$ cat src/rtl/wb_arbiter_pkg.sv
// Shared writeback types and constants for the result arbiter and its users.
// Result payload, lane bit vector and the FU/port counts live here.
package C;
  localparam int XLEN         = 32;
  localparam int ID_W         = 6;
  localparam int PRD_W        = 6;
  localparam int NR_WB_PORTS  = 2;
  localparam int WB_ARB_NR_FU = 4;

  typedef logic [NR_WB_PORTS-1:0] wb_bitvector_t;

  typedef struct packed {
    logic [XLEN-1:0]  pc;
    logic [ID_W-1:0]  id;
    logic [PRD_W-1:0] prd;
    logic [XLEN-1:0]  rdval;
  } fu_output_t;
endpackage

$ cat src/rtl/wb_arbiter_if.sv
// FU-result request side and bypass/writeback side of the writeback arbiter.
// master = FUs plus consumers, slave = the arbiter.
interface wb_arbiter_if
  import C::*;
#(
  parameter int NR_FU       = WB_ARB_NR_FU,
  parameter int NR_WB_PORTS = C::NR_WB_PORTS
);
  logic                              flush_i;
  fu_output_t [NR_FU-1:0]            fu_res_i;
  logic       [NR_FU-1:0]            fu_res_i_valid;
  logic       [NR_FU-1:0]            fu_res_i_ready;
  fu_output_t [NR_WB_PORTS-1:0]      bypass_o;
  wb_bitvector_t                     bypass_o_valid;
  fu_output_t [NR_WB_PORTS-1:0]      wb_o;
  wb_bitvector_t                     wb_o_valid;

  modport master (
    output flush_i, fu_res_i, fu_res_i_valid,
    input  fu_res_i_ready, bypass_o, bypass_o_valid, wb_o, wb_o_valid
  );

  modport slave (
    input  flush_i, fu_res_i, fu_res_i_valid,
    output fu_res_i_ready, bypass_o, bypass_o_valid, wb_o, wb_o_valid
  );
endinterface

$ cat src/rtl/wb_arbiter_rr_multi_picker.sv
// Picks up to W requesters per cycle scanning round-robin from ptr; k-th pick goes to lane k.
// Purely combinational; next_ptr is one past the last pick, or ptr when nothing is picked.
module rr_multi_picker #(
  parameter int N  = 4,
  parameter int W  = 2,
  parameter int PW = (N > 1) ? $clog2(N) : 1,
  parameter int LW = (W > 1) ? $clog2(W) : 1
) (
  input  logic [N-1:0]         req,
  input  logic [PW-1:0]        ptr,
  output logic [N-1:0]         grant,
  output logic [N-1:0][LW-1:0] lane,
  output logic [PW-1:0]        next_ptr
);
  logic [PW-1:0] idx;
  logic [LW:0]   cnt;

  always_comb begin
    grant    = '0;
    lane     = '0;
    next_ptr = ptr;
    cnt      = '0;
    idx      = ptr;
    for (int k = 0; k < N; k++) begin
      if (req[idx] && (cnt < (LW+1)'(W))) begin
        grant[idx] = 1'b1;
        lane[idx]  = cnt[LW-1:0];
        cnt        = cnt + 1'b1;
        next_ptr   = (idx == PW'(N-1)) ? '0 : idx + 1'b1;
      end
      idx = (idx == PW'(N-1)) ? '0 : idx + 1'b1;
    end
  end
endmodule

$ cat src/rtl/wb_arbiter.sv
// Round-robin writeback arbiter: bypass in the grant cycle, registered wb_o one cycle later.
// WB_ARB_SKID_EN adds a 1-entry hold per FU (ready = !hold_valid); otherwise ready = grant.
module wb_arbiter
  import C::*;
#(
  parameter int NR_FU       = WB_ARB_NR_FU,
  parameter int NR_WB_PORTS = C::NR_WB_PORTS
) (
  input logic         clk,
  input logic         rst,
  wb_arbiter_if.slave bus
);
  localparam int PW = (NR_FU > 1) ? $clog2(NR_FU) : 1;
  localparam int LW = (NR_WB_PORTS > 1) ? $clog2(NR_WB_PORTS) : 1;

  logic       [NR_FU-1:0]         req;
  fu_output_t [NR_FU-1:0]         req_dat;
  logic       [NR_FU-1:0]         grant_raw;
  logic       [NR_FU-1:0]         grant;
  logic       [NR_FU-1:0][LW-1:0] lane;
  logic       [PW-1:0]            rr_ptr;
  logic       [PW-1:0]            next_ptr;

  rr_multi_picker #(
    .N (NR_FU),
    .W (NR_WB_PORTS),
    .PW(PW),
    .LW(LW)
  ) u_picker (
    .req     (req),
    .ptr     (rr_ptr),
    .grant   (grant_raw),
    .lane    (lane),
    .next_ptr(next_ptr)
  );

  // Flush and reset suppress every grant, so nothing is consumed or emitted.
  assign grant = grant_raw & ~{NR_FU{bus.flush_i | rst}};

`ifdef WB_ARB_SKID_EN
  fu_output_t [NR_FU-1:0] hold;
  logic       [NR_FU-1:0] hold_valid;

  assign req = hold_valid | bus.fu_res_i_valid;
  assign bus.fu_res_i_ready = rst ? '0 : ~hold_valid;

  always_comb begin
    req_dat = bus.fu_res_i;
    for (int i = 0; i < NR_FU; i++) begin
      if (hold_valid[i]) req_dat[i] = hold[i];
    end
  end

  // A held entry blocks its input, so a clearing hold never takes a new input in the same cycle.
  always_ff @(posedge clk or posedge rst) begin
    if (rst) begin
      hold_valid <= '0;
      hold       <= '0;
    end else if (bus.flush_i) begin
      hold_valid <= '0;
    end else begin
      for (int i = 0; i < NR_FU; i++) begin
        if (hold_valid[i]) begin
          if (grant[i]) hold_valid[i] <= 1'b0;
        end else if (bus.fu_res_i_valid[i] && !grant[i]) begin
          hold_valid[i] <= 1'b1;
          hold[i]       <= bus.fu_res_i[i];
        end
      end
    end
  end
`else
  assign req                = bus.fu_res_i_valid;
  assign req_dat            = bus.fu_res_i;
  assign bus.fu_res_i_ready = grant;
`endif

  always_comb begin
    bus.bypass_o       = '0;
    bus.bypass_o_valid = '0;
    for (int i = 0; i < NR_FU; i++) begin
      if (grant[i]) begin
        bus.bypass_o[lane[i]]       = req_dat[i];
        bus.bypass_o_valid[lane[i]] = 1'b1;
      end
    end
  end

  always_ff @(posedge clk or posedge rst) begin
    if (rst) begin
      bus.wb_o       <= '0;
      bus.wb_o_valid <= '0;
      rr_ptr         <= '0;
    end else begin
      bus.wb_o       <= bus.bypass_o;
      bus.wb_o_valid <= bus.bypass_o_valid;
      if (|grant) rr_ptr <= next_ptr;
    end
  end
endmodule

$ cat src/flat_wrapper.sv
// flat-port wrapper written by rule: the top's interface ports become plain ports
module wb_arbiter_flat import C::*;
#(
  parameter int NR_FU       = WB_ARB_NR_FU,
  parameter int NR_WB_PORTS = C::NR_WB_PORTS
)
  (clk, rst, bus_flush_i, bus_fu_res_i, bus_fu_res_i_valid, bus_fu_res_i_ready, bus_bypass_o, bus_bypass_o_valid, bus_wb_o, bus_wb_o_valid);
  wb_arbiter_if #(.NR_FU(NR_FU), .NR_WB_PORTS(NR_WB_PORTS)) bus_i ();
  input logic clk;
  input logic rst;
  input wire logic [$bits(bus_i.flush_i)-1:0] bus_flush_i;
  input wire logic [$bits(bus_i.fu_res_i)-1:0] bus_fu_res_i;
  input wire logic [$bits(bus_i.fu_res_i_valid)-1:0] bus_fu_res_i_valid;
  output wire logic [$bits(bus_i.fu_res_i_ready)-1:0] bus_fu_res_i_ready;
  output wire logic [$bits(bus_i.bypass_o)-1:0] bus_bypass_o;
  output wire logic [$bits(bus_i.bypass_o_valid)-1:0] bus_bypass_o_valid;
  output wire logic [$bits(bus_i.wb_o)-1:0] bus_wb_o;
  output wire logic [$bits(bus_i.wb_o_valid)-1:0] bus_wb_o_valid;
  assign bus_i.flush_i = bus_flush_i;
  assign bus_i.fu_res_i = bus_fu_res_i;
  assign bus_i.fu_res_i_valid = bus_fu_res_i_valid;
  assign bus_fu_res_i_ready = bus_i.fu_res_i_ready;
  assign bus_bypass_o = bus_i.bypass_o;
  assign bus_bypass_o_valid = bus_i.bypass_o_valid;
  assign bus_wb_o = bus_i.wb_o;
  assign bus_wb_o_valid = bus_i.wb_o_valid;
  wb_arbiter #(.NR_FU(NR_FU), .NR_WB_PORTS(NR_WB_PORTS)) u_core (.clk(clk), .rst(rst), .bus(bus_i));
endmodule
$ cat config.mk
export PLATFORM = sky130hd
export DESIGN_NAME = wb_arbiter_flat
export DESIGN_NICKNAME = d
export VERILOG_FILES = /design/src/rtl/wb_arbiter_pkg.sv /design/src/rtl/wb_arbiter_if.sv /design/src/rtl/wb_arbiter_rr_multi_picker.sv /design/src/rtl/wb_arbiter.sv /design/src/flat_wrapper.sv
export SDC_FILE = /design/constraint.sdc
export NUM_CORES = 1
export LEC_CHECK = 0
export CAP_MARGIN = 5
export CORE_AREA = 2 2 240 242
export CTS_BUF_LIST = sky130_fd_sc_hd__clkbuf_8
export DETAILED_ROUTE_END_ITERATION = 6
export DIE_AREA = 0 0 242 244
export PLACE_DENSITY = 0.43
export SLEW_MARGIN = 5
export SYNTH_ARGS = -nofsm -noshare
export SYNTH_HDL_FRONTEND = slang
export SYNTH_SLANG_ARGS = --single-unit
$ cat constraint.sdc
create_clock -name clk -period 12.2 [get_ports clk]
set_clock_uncertainty 0.15 [all_clocks]
set_input_delay 1.83 -clock clk [delete_from_list [all_inputs] [get_ports clk]]
set_output_delay 1.83 -clock clk [all_outputs]
set_load 0.005 [all_outputs]
==> metrics.md <==
| Metric | Value |
|---|---|
| DP Wirelength | `44.8 mm` |
| Root buf cell | `clkbuf_8` |
| Clk slew on worst S/H paths | `0.11 ns` |
| Sequential area share after synthesis | `0.349` |
| Syn_area_per_cell | `7.90 sq um` |
| Reg2reg path depth | `13` |
| Postcts setup bufs | `0` |
| Critical path startpoint category | `input pin` |
| Worst vdd ir | `0.212 mV` |
| Initial core utilization | `0.199` |
| Fin cells | `2672` |
| Outcome | `completed` |
| Leakage power | `6.86 nW` |
| Core area | `0.0562 sq mm` |
| Req. time, crit path | `10.22 ns` |
| EDFF count, synth | `0` |
| Family with the most delay on the worst path | `compound AO/OA/AOI/OAI gates` |
| Synth top area cells | `dfrtp_1, nand2_1, o311a_1, a311oi_1, o211ai_1` |
| FF+latch count, synth | `156` |
| Critical path origin | `bus_fu_res_i_valid[3]` |
| Post-synth top flop | `dfrtp_1` |
| Post-Route WL | `63.5 mm` |
| Die extent in x | `242 um` |
| Max FO, Critical Path | `55` |
| Via density | `5.00` |
| Placed insts | `2636` |
| Post-route setup TNS | `0 ns` |
| TritonCTS Buffers | `17` |
| DR WL/cell | `23.8 um` |
| FP Rows | `87` |
| Initial antenna violation count | `13` |
| GRT overflow | `0` |
| DR DRC count | `0` |
| DRT iter0 DRCs | `885` |
| CP Class | `input pin to output pin` |
| Worst-Skew Late Latency | `0.56 ns` |
| Most frequent cells after synthesis | `nand2_1, dfrtp_1, clkbuf_1, inv_1, o21ai_1` |
| CP max-delay cell | `o21ai_4` |
| Die footprint | `0.0590 sq mm` |
| Worst R2R Start | `u_core.rr_ptr[0]$_DFFE_PP0P_` |
| Max layer used | `met5` |
| Part of the cycle the worst path needs | `0.788` |
| Max-slew violations | `0` |
| Synthesis Warnings | `0` |
| CP Depth | `13` |
| Vias in the first global route | `13400` |
| First-pass GRT wire length | `93.4 mm` |
| Worst slew pin tran | `1.12 ns` |
| Port Buffers | `622` |
| Most frequent cell after synthesis | `nand2_1` |
| Worst setup endpoint | `bus_bypass_o[81]` |
| Hold Violations, Final | `0` |
| Htree depth | `4` |
| Synth top area share | `0.349` |
| Highest Clock Rate | `104 MHz` |
| Total GRT Usage | `0.209` |
| Synthesized cell area | `0.0112 sq mm` |
| Worst path buffer plus inverter count | `5` |
| Syn Nets | `1732` |
| CTS tree | `built` |
| Final min period | `9.62 ns` |
| Maximum clock path buffer count | `2` |
| DRT met1 WL | `25.8 mm` |
| Area leader, netlist | `dfrtp_1` |
| Reg2reg setup slack | `5.87 ns` |
| Final setup fails | `0` |
| Final hold slack | `0.525 ns` |
| RD Place Congestion | `0.811` |
| Nets | `2216` |
| Reg2reg end | `u_core.bus.wb_o[81]$_DFF_PP0_` |
| WP data arrival | `7.64 ns` |
| Met3 WL post-DR | `4.37 mm` |
| Post-route ant nets | `0` |
| Max stage delay on crit path | `0.71 ns` |
| Power density over the cells | `229 mW/mm^2` |
| Max-slew headroom | `0.253` |
| Largest net degree at the start of global routing | `155` |
| Metal2 WL | `32.4 mm` |
| Ports | `623` |
| Routed vias | `13400` |
| CP Capture Type | `output pin` |
| RSZ-0062 raised after global routing | `no` |
| Cells after Synth | `1415` |
| Fraction of layout cells with a size suffix above 1 | `0.0455` |
| Ys async rst share | `1.00` |
| Min-delay worst type | `register to register` |
| Resized cells post-CTS | `0` |
| MaxCap Viol Count | `0` |
| Total Power | `4.19 mW` |
| Sinks on Clock Net | `156` |
| Area Overhead vs Synth | `63.6%` |
| Cts hold-fix bufs | `0` |
| Die height | `244 um` |
| Critical path, cell by cell | `clkdlybuf4s50_1, mux4_2, ha_1, a211oi_2, a211oi_2, o21ai_4, buf_4, clkinv_2, o21a_4, buf_4, o311a_1, o31ai_1, clkdlybuf4s50_1` |
| Synth cell types | `57` |
| Final Util | `0.325` |
| DRT Pass-1 Iters | `5` |
stage by stage:
stage	worst slack (ns)	cell area (sq um)
final	2.58	18300
after global routing	2.17	18300
after CTS	2.47	18300
after detailed placement	2.49	17900
after global placement	2.48	17900
after floorplan	5.29	11200
logic make-up (layout without fill, tap and decap cells):
family | after synthesis | in the layout | share of synthesized area
buffers and inverters | 259 | 756 | 0.0923
flip-flops | 156 | 156 | 0.349
AO/OA/AOI/OAI | 499 | 499 | 0.335
other | 0 | 4 | 0
adder cells (fa/ha/maj) | 6 | 6 | 0.00672
AND/OR/NAND/NOR | 484 | 484 | 0.202
XOR/XNOR | 2 | 2 | 0.00325
multiplexers | 9 | 9 | 0.0115
report_power, final:
part	total, mW	switching, mW	internal, mW
Combinational	3.02	1.68	1.34
Clock	0.430	0.242	0.187
Sequential	0.746	0.0584	0.688
metal layers:
metal	up-vias	global-route usage
met2	510	0.374
li1	6185	-
met3	53	0.0611
met1	6600	0.247
met5	-	0
met4	16	0.0434
flip-flops by register name (all words and copies together), names as in the netlist:
name and flops:
u_core.bus.wb_o_valid 2, u_core.bus.wb_o 152, u_core.rr_ptr 2
cells in the final DEF (no fill, tap or decap), drive strengths merged, types with 16 or more instances in the layout:
master	count
clkdlybuf4s50	622
nand2	227
dfrtp	156
o21ai	154
inv	90
nor2	82
and2	78
a311oi	78
nor4	77
o211ai	76
o31ai	75
o311a	74
clkbuf	18
buf	16
cell type report:
class,instances,area (sq um)
diodes,4,10.0
inverters,86,329
fillers,5968,37900
clock buffers,18,248
multi-input cells,1000,6330
repair buffers,638,6370
flip-flops and latches,156,3900
clock inverters,14,144
well taps,756,946
worst reg2reg max path, stage by stage (launching register included):
cell and delay [ns]:
dfrtp_1 0.74, inv_1 0.14, ha_1 0.58, mux4_2 0.48
ha_1 0.31, a211oi_2 0.29, a211oi_2 0.20, o21ai_4 0.71
buf_4 0.74, clkinv_2 0.16, o21a_4 0.31, buf_4 0.37
o311a_1 0.44, o31ai_1 0.55
how the worst min path moves through the flow:
stage | from | end | depth (start not counted)
final | u_core.rr_ptr[1]$_DFFE_PP0P_ | u_core.rr_ptr[1]$_DFFE_PP0P_ | 2
after global routing | u_core.rr_ptr[1]$_DFFE_PP0P_ | u_core.rr_ptr[1]$_DFFE_PP0P_ | 2
after CTS | u_core.rr_ptr[1]$_DFFE_PP0P_ | u_core.rr_ptr[1]$_DFFE_PP0P_ | 2
after detailed placement | u_core.rr_ptr[1]$_DFFE_PP0P_ | u_core.rr_ptr[1]$_DFFE_PP0P_ | 2
after global placement | u_core.rr_ptr[1]$_DFFE_PP0P_ | u_core.rr_ptr[1]$_DFFE_PP0P_ | 2
after floorplan | u_core.rr_ptr[1]$_DFFE_PP0P_ | u_core.rr_ptr[1]$_DFFE_PP0P_ | 2
(Power assumes the default switching activity.)
